## config.mk

```make
export PLATFORM = sky130hd
export DESIGN_NAME = ringbuffer_flags
export DESIGN_NICKNAME = d
export VERILOG_FILES = /design/src/rtl/ringbuffer_flags.sv
export SDC_FILE = /design/constraint.sdc
export NUM_CORES = 1
export LEC_CHECK = 0
export ABC_AREA = 1
export CAP_MARGIN = 20
export CELL_PAD_IN_SITES_DETAIL_PLACEMENT = 0
export CELL_PAD_IN_SITES_GLOBAL_PLACEMENT = 1
export CORE_MARGIN = 1.5
export CORE_UTILIZATION = 50
export DETAILED_ROUTE_END_ITERATION = 6
export HOLD_SLACK_MARGIN = 0.15
export PLACE_DENSITY_LB_ADDON = 0.1
export SLEW_MARGIN = 5
export SYNTH_ARGS = -nofsm -noshare
export SYNTH_HDL_FRONTEND = slang
export SYNTH_SLANG_ARGS = --single-unit
export TNS_END_PERCENT = 10
```

## constraint.sdc

```tcl
create_clock -name clk -period 3.8 [get_ports clk]
set_input_delay 0.95 -clock clk [delete_from_list [all_inputs] [get_ports clk]]
set_output_delay 0.95 -clock clk [all_outputs]
set_load 0.03 [all_outputs]
```

## src/rtl/ringbuffer_flags.sv

```systemverilog
// ringbuffer_flags
//   Parametrised synchronous ring-buffer FIFO. It has a first-word-fall-through
//   read port, a fill level, almost-full and almost-empty flags, and peak-level
//   (high-water) tracking. It sits between the AXI-Lite master FSM and its
//   command/response producers and consumers. All DEPTH entries are usable, and
//   DEPTH does not need to be a power of two.
//
// Parameters
//   DEPTH     number of storage entries (>= 2)
//   DATA_W    entry width in bits
//   AF_LEVEL  almost_full when level >= AF_LEVEL (1..DEPTH)
//   AE_LEVEL  almost_empty when level <= AE_LEVEL (0..DEPTH-1)
//
// Ports
//   clk           single clock, everything on posedge
//   resetn        synchronous active-low reset (clears pointers, level, peak)
//   flush         synchronous clear of contents; the storage RAM is untouched
//   s_valid       write request
//   s_ready       space available (level < DEPTH)
//   s_data        write data
//   m_valid       head entry valid (level != 0)
//   m_ready       consumer accepts the head entry
//   m_data        head entry, first-word-fall-through
//   level         current occupancy, 0..DEPTH
//   peak_level    maximum level since reset, flush or peak_clr
//   peak_clr      reload peak_level with the next level
//   almost_full   level >= AF_LEVEL
//   almost_empty  level <= AE_LEVEL
module ringbuffer_flags #(
  parameter int DEPTH    = 16,
  parameter int DATA_W   = 32,
  parameter int AF_LEVEL = 12,
  parameter int AE_LEVEL = 2,
  localparam int LW      = $clog2(DEPTH + 1)
) (
  input  logic              clk,
  input  logic              resetn,
  input  logic              flush,
  input  logic              s_valid,
  output logic              s_ready,
  input  logic [DATA_W-1:0] s_data,
  output logic              m_valid,
  input  logic              m_ready,
  output logic [DATA_W-1:0] m_data,
  output logic [LW-1:0]     level,
  output logic [LW-1:0]     peak_level,
  input  logic              peak_clr,
  output logic              almost_full,
  output logic              almost_empty
);

  localparam int PW = (DEPTH > 1) ? $clog2(DEPTH) : 1;

  // Reject parameter combinations that make the flags or storage meaningless.
  if (DEPTH < 2 || AF_LEVEL < 1 || AF_LEVEL > DEPTH ||
      AE_LEVEL < 0 || AE_LEVEL > DEPTH - 1) begin : g_paramCheck
    $error("ringbuffer_flags: illegal parameters DEPTH=%0d AF_LEVEL=%0d AE_LEVEL=%0d",
           DEPTH, AF_LEVEL, AE_LEVEL);
  end

  logic [DATA_W-1:0] r_ram [DEPTH];
  logic [PW-1:0]     r_wrPtr;
  logic [PW-1:0]     r_rdPtr;
  logic [LW-1:0]     r_level;
  logic [LW-1:0]     r_peak;

  logic              w_push;
  logic              w_pop;
  logic [PW-1:0]     w_wrPtrNext;
  logic [PW-1:0]     w_rdPtrNext;
  logic [LW-1:0]     w_nextLevel;
  logic [LW-1:0]     w_nextPeak;

  // Handshake outputs depend only on the registered level. This keeps s_ready
  // independent of m_ready, so a full FIFO refuses a push even while it pops.
  assign s_ready      = (r_level != LW'(DEPTH));
  assign m_valid      = (r_level != '0);
  assign w_push       = s_valid & s_ready;
  assign w_pop        = m_valid & m_ready;
  assign m_data       = r_ram[r_rdPtr];
  assign level        = r_level;
  assign peak_level   = r_peak;
  assign almost_full  = (r_level >= LW'(AF_LEVEL));
  assign almost_empty = (r_level <= LW'(AE_LEVEL));

  // Pointer increment with an explicit wrap at DEPTH-1. This works when DEPTH
  // is not a power of two, where wrapping on the pointer width would be wrong.
  always_comb begin
    w_wrPtrNext = (r_wrPtr == PW'(DEPTH - 1)) ? '0 : r_wrPtr + PW'(1);
    w_rdPtrNext = (r_rdPtr == PW'(DEPTH - 1)) ? '0 : r_rdPtr + PW'(1);
  end

  // Next level from the push/pop pair. The peak follows the running maximum,
  // or is reloaded with the new level when peak_clr is set.
  always_comb begin
    w_nextLevel = r_level;
    case ({w_push, w_pop})
      2'b10:   w_nextLevel = r_level + LW'(1);
      2'b01:   w_nextLevel = r_level - LW'(1);
      default: w_nextLevel = r_level;
    endcase
    w_nextPeak = r_peak;
    if (peak_clr) begin
      w_nextPeak = w_nextLevel;
    end else if (w_nextLevel > r_peak) begin
      w_nextPeak = w_nextLevel;
    end
  end

  // Control state. Reset beats flush, and flush beats any push, pop or peak_clr.
  always_ff @(posedge clk) begin
    if (!resetn) begin
      r_wrPtr <= '0;
      r_rdPtr <= '0;
      r_level <= '0;
      r_peak  <= '0;
    end else if (flush) begin
      r_wrPtr <= '0;
      r_rdPtr <= '0;
      r_level <= '0;
      r_peak  <= '0;
    end else begin
      if (w_push) begin
        r_wrPtr <= w_wrPtrNext;
      end
      if (w_pop) begin
        r_rdPtr <= w_rdPtrNext;
      end
      r_level <= w_nextLevel;
      r_peak  <= w_nextPeak;
    end
  end

  // Storage has no reset. A push discarded by reset or flush is never written.
  // While the FIFO is neither empty nor full, the write slot differs from the
  // read slot, so a simultaneous push cannot disturb the head entry.
  always_ff @(posedge clk) begin
    if (resetn && !flush && w_push) begin
      r_ram[r_wrPtr] <= s_data;
    end
  end

endmodule

```

======== Word level (Yosys, flattened, before mapping) ========
Memory sizes are Yosys's and may differ from the RTL's. A register that Yosys moved wholly into a read port is not among the register bits.
Index checks and enable logic that the tools add are counted.
operators by class
  bitwise logic cells ..................... 3
  magnitude comparators ................... 3
  reduce and logical (&&, ||, !) cells .... 6
  mux-type cells .......................... 9
  $add $sub $neg .......................... 4
  equality and inequality tests ........... 5
operator list
  operator                                                            number
  two-way mux 4 bit                                                   4
  two-way mux 5 bit                                                   2
  case mux 5 bit (2 select lines)                                     1
  adder 4 x 1 -> 4 bit (second input constant)                        2
  equality test 4 bit (second input constant)                         2
  adder 5 x 1 -> 5 bit (second input constant)                        1
  greater-or-equal comparator 5 x 4 -> 1 bit (second input constant)  1
  greater-than comparator 5 bit                                       1
  less-or-equal comparator 5 x 2 -> 1 bit (second input constant)     1
  != test 5 bit (second input constant)                               1
  nonzero test 5 bit                                                  1
  subtractor 5 x 1 -> 5 bit (second input constant)                   1
  AND 1 bit                                                           2
  equality test 2 x 1 -> 1 bit (second input constant)                1
  equality test 2 bit (second input constant)                         1
  logical AND 1 bit                                                   2
  two-way mux 1 bit                                                   2
  nonzero test 2 bit                                                  1
  OR reduction 2 bit                                                  1
  zero test 1 bit                                                     1
  inverter 1 bit                                                      1
storage, ports and cells
  memories kept ........................... 1
  output and inout port bits .............. 46
  bits in writable memories ............... 512
  input port bits ......................... 38
  register bits ........................... 18
  word-level logic and storage cells ...... 35
memory list
  memory  depth  bits a word  read ports  clocked after memory_dff  wr ports  line  source
  r_ram   16     32           1           1                         1         61    logic [DATA_W-1:0] r_ram [DEPTH];

======== Longest topological paths before layout ========
Gate-level depths: netlist (run 1).
  depth in word-level cells ............... 7
  gate-level depth with buffers ........... 23
  mapped depth without buffers ............ 23

======== Worst setup path before layout (run 1) ========
No wires, ideal clock.
  path type ............................... register -> register
  from .................................... reg r_level[1] (netlist: level[1])
  to ...................................... reg r_peak[0] (netlist: peak_level[0])
  arrival time ............................ 3246 ps
  path buffers ............................ 0
  library setup time ...................... 118 ps
  cell stages (with the launch flop) ...... 17
  slack ................................... 437 ps
  clock period less this slack ............ 3363 ps
  data required time ...................... 3682 ps
  cell sequence ........................... dfxtp_1 > nor2_1 > nand4_1 > nand2_1 > ha_1 > fa_1 > or2_2 > nand3_1 > nand2_1 > ha_1 > nand2_1 > nor2_1 > nand2_1 > nand3_1 > nand2_1 > a21boi_0 > nor2_1
on the way
  cells in the longest elaborated chain, start to end .. 6
  elaborated cells on any way between the ends .. 13
  those cells by class .................... add/sub (2); order compare (1); eq/ne (3); mux (3); bitwise (2); reduce/logical (2)
ends and longest elaborated chain
  item                                                                 line  source
  start, declared                                                      64    logic [LW-1:0] r_level;
  start signal, assigned                                               129   r_level <= w_nextLevel;
  != test 5 bit *                                                      76    assign s_ready = (r_level != LW'(DEPTH));
  named net s_ready                                                    40    output logic s_ready,
  AND 1 bit *                                                          78    assign w_push = s_valid & s_ready;
  equality test 2 x 1 -> 1 bit or equality test 2 bit (tied branches)  97    case ({w_push, w_pop})
  case mux 5 bit (2 select lines) *                                    97
  named net w_nextLevel[2]                                             71    logic [LW-1:0] w_nextLevel;
  greater-than comparator 5 bit *                                      105   end else if (w_nextLevel > r_peak) begin
  nonzero test 2 bit (no line) *                                       n/a
  end signal, assigned                                                 130   r_peak <= w_nextPeak;
  end, declared                                                        65    logic [LW-1:0] r_peak;
The timed path passes the listed nets; every way through them passes the cells marked *. The select of a mux whose other input is x is not followed.
A chain may end at the register's enable or synchronous reset.

==> results of run 1 <==
==> tightest hold or removal path: stages, from the launching register on <==
cell and delay (ns):
dfxtp_1 0.33, inv_1 0.06, a21oi_1 0.06
==> placed cells by master (no fill, tap or decap), drive strengths merged <==
master         instances
clkinv                24
or2                    1
edfxtp               512
fa                     1
buf                   82
o211ai               128
ha                    14
nor2                  37
o21ai                133
clkbuf                72
a21boi                 1
bufinv                 2
nand4                  1
dfxtp                 22
clkdlybuf4s50         51
nand3                209
nand2                217
inv                  293
a21oi                140
xor2                   2
nand3b                 1
nor3                   1
==> kinds of logic (layout without fill, tap and decap cells) <==
family / after synthesis / in the layout / share of synthesized area, %
adders and majority gates: 15 / 15 / 0.877
and+or+nand+nor: 467 / 467 / 9.09
DFF: 534 / 534 / 71.0
xor gates and xnor gates: 2 / 2 / 0.0787
buffers and inverters: 401 / 524 / 8.42
AOI/OAI and AO/OA: 402 / 402 / 10.5
==> Yosys cell counts <==
cell / number / area [µm²]
buf_4: 7 / 52.6
fa_1: 1 / 20.0
nand3_1: 209 / 1050
o21ai_0: 88 / 440
o21ai_1: 45 / 225
nor2_1: 37 / 139
a21boi_0: 1 / 7.51
clkbuf_8: 3 / 41.3
clkinv_1: 1 / 3.75
inv_1: 292 / 1100
nand3b_1: 1 / 7.51
buf_8: 2 / 30.0
o211ai_1: 128 / 961
a21oi_1: 140 / 701
buf_2: 24 / 120
nand4_1: 1 / 6.26
edfxtp_1: 512 / 15400
xor2_1: 2 / 17.5
inv_2: 1 / 3.75
clkbuf_1: 26 / 97.6
buf_1: 7 / 26.3
clkbuf_2: 4 / 20.0
ha_1: 14 / 175
dfxtp_1: 22 / 440
nor3_1: 1 / 5.00
nand2_1: 217 / 815
buf_6: 34 / 383
or2_2: 1 / 6.26
==> path summary, 6_finish.rpt <==
path                    from       endpoint  slack, ns
hold / removal    r_rdPtr[2]           flop       0.49
setup reg to reg    level[0]  peak_level[0]       0.68
hold reg to reg   r_rdPtr[2]           flop       0.49
setup / recovery        flop     m_data[25]       0.32
==> layout make-up <==
type                            instances  area, µm²
Clock buffer                           72       1490
Clock inverter                         25        159
Fill cell                            3631      18500
Inverter                              294       1100
Multi-Input combinational cell        886       4690
Sequential cell                       534      15800
Tap cell                              592        741
Timing Repair Buffer                  133       1530
==> registers in the layout, indices dropped and copies added, names as in the netlist, named ones only <==
name        cells
r_ram         512
level           5
peak_level      5
r_rdPtr         4
r_wrPtr         4
==> through the flow <==
step	hold WS [ns]	cells	setup slack [ns]	setup TNS [ns]	instance area (µm²)
finish	0.492	2536	0.325	0	25500
global route	0.517	2536	0.226	0	25500
CTS	0.498	2536	0.309	0	25500
detailed placement	0.489	2439	-0.0123	-0.0123	23900
global placement	0.470	2439	-0.00461	-0.00461	23900
floorplan	0.460	1821	0.437	0	22300
==> per-layer routing <==
layer	up-vias	wire length, µm
met3	68	2610
met2	315	23300
met4	0	990
li1	6572	-
met1	6574	22800
met5	-	0
==> report_power, final <==
part | switching, mW | total (mW) | internal, mW
Sequential | 0.0195 | 6.49 | 6.47
Combinational | 0.524 | 0.833 | 0.309
Clock | 2.13 | 5.00 | 2.87
==> metrics.csv, run 1 <==
stage;metric;value;unit
clock_tree;htreeDepth;2;
worst_setup_path;crit_slowest_cell;buf_4;
die;die_h;214;µm
die;core_area;0.0440;mm²
worst_setup_path;crit_type;flop to output port;
final_layout;insertedDiodeCount;0;
worst_setup_path;cp_num_cells;5;
global_routing;antenna_found_initial;0;
global_routing;grt_pass1_wl;76800;µm
worst_setup_path;worstPathBufferInverterCount;2;
drt;drc;0;
worst_setup_path;crit_path_start_kind;flop;
drt;ant_nets;0;
die;rows;77;
final_layout;drive_above_1_share;9.00;%
drt;drtIter0Drc;1252;
global_routing;track_usage;22.0;%
synth;ys_types;28;
global_routing;grt_max_degree;131;
global_routing;gr-total-overflow;0;
clock_tree;cts_tree;built;
power_and_ir_drop;ir_worst_vdd;0.337;mV
final_layout;nets;1956;
sta;fin_skew;0.0215;ns
sta;finalSetupViolCount;0;
worst_setup_path;cp_top_family;buffers and inverters;
synth;ys_seq_elements;534;
sta;max_freq;288;MHz
global_routing;grt_use_met2;34.9;%
flow_run;cap_violations;0;
clock_tree;clk_pin_slew;0.06;ns
place;io_buffers;83;
drt;wl_per_cell;19.6;µm
clock_tree;hold_buffers;0;
sta;rsz0062_at_grt;no;
drt;routed_wl;49700;µm
worst_setup_path;worstPathRequired;2.85;ns
worst_setup_path;path_max_fanout;40;
die;die_area;0.0458;mm²
clock_tree;cts_setup_buffers;0;
worst_setup_path;arrival;2.53;ns
synth;syn_inst;1821;
synth;syn_area;0.0223;mm²
drt;dr.pass1.iters;6;
clock_tree;cts_resized;0;
synth;syn_area_per_cell;12.2;µm²
clock_tree;numCtsBuffers;54;
drt;vias;13500;
worst_hold_path;min_path_cells;2;
sta;min_period;3.48;ns
worst_hold_path;hold_class;flop to flop;
place;gp_congestion;0.764;
sta;slew_headroom;49.8;%
worst_setup_path;crit_chain;buf_4 > nand3_1 > nand3_1 > nand2_1 > buf_12;
final_layout;area_growth;14.7;%
worst_setup_path;r2r.worst_path.cells;16;
sta;finalMaxSlewViolations;0;
power_and_ir_drop;p_leak;9.01;nW
die;ios;84;
clock_tree;cts_root_buf;clkbuf_16;
clock_tree;cts_sinks;534;
synth;yosysSeqAreaShare;71.0;%
worst_setup_path;crit_top_cell;nand3_1;
sta;tightest_slew;0.752;ns
worst_setup_path;cp-end-kind;output port;
final_layout;final_util;58.0;%
global_routing;grt_pass1_vias;13000;
sta;hold_viol;0;
run_status;outcome;complete, no violations;
clock_tree;cts_buffer_depth;3;
power_and_ir_drop;p_per_area;483;mW/mm²
synth;yosysWarningCount;0;
global_routing;use_met3;3.58;%
die;initial_utilization;50.6;%
global_routing;grtUsageMet1;31.7;%
synth;syn_nets;1874;
global_routing;top_usage_layer;met2;
clock_tree;clkLatencyLatePin;0.60;ns
power_and_ir_drop;power;12.3;mW
drt;viasPerCell;5.33;
place;place_hpwl;26400;µm
worst_setup_path;max_stage_delay;0.64;ns
sta;post-route-period-util;91.5;%
die;die_w;214;µm
Power figures use the tool's default switching activity.
==> run 2, diff against run 1 <==
--- a/config.mk
+++ b/config.mk
@@ -6,7 +6,7 @@
 export NUM_CORES = 1
 export LEC_CHECK = 0
 export ABC_AREA = 1
-export CAP_MARGIN = 20
+export CAP_MARGIN = 0
 export CELL_PAD_IN_SITES_DETAIL_PLACEMENT = 0
 export CELL_PAD_IN_SITES_GLOBAL_PLACEMENT = 1
 export CORE_MARGIN = 1.5
==> results of run 2 <==
The final DEF is identical to that of run 1; final timing and power are the same.
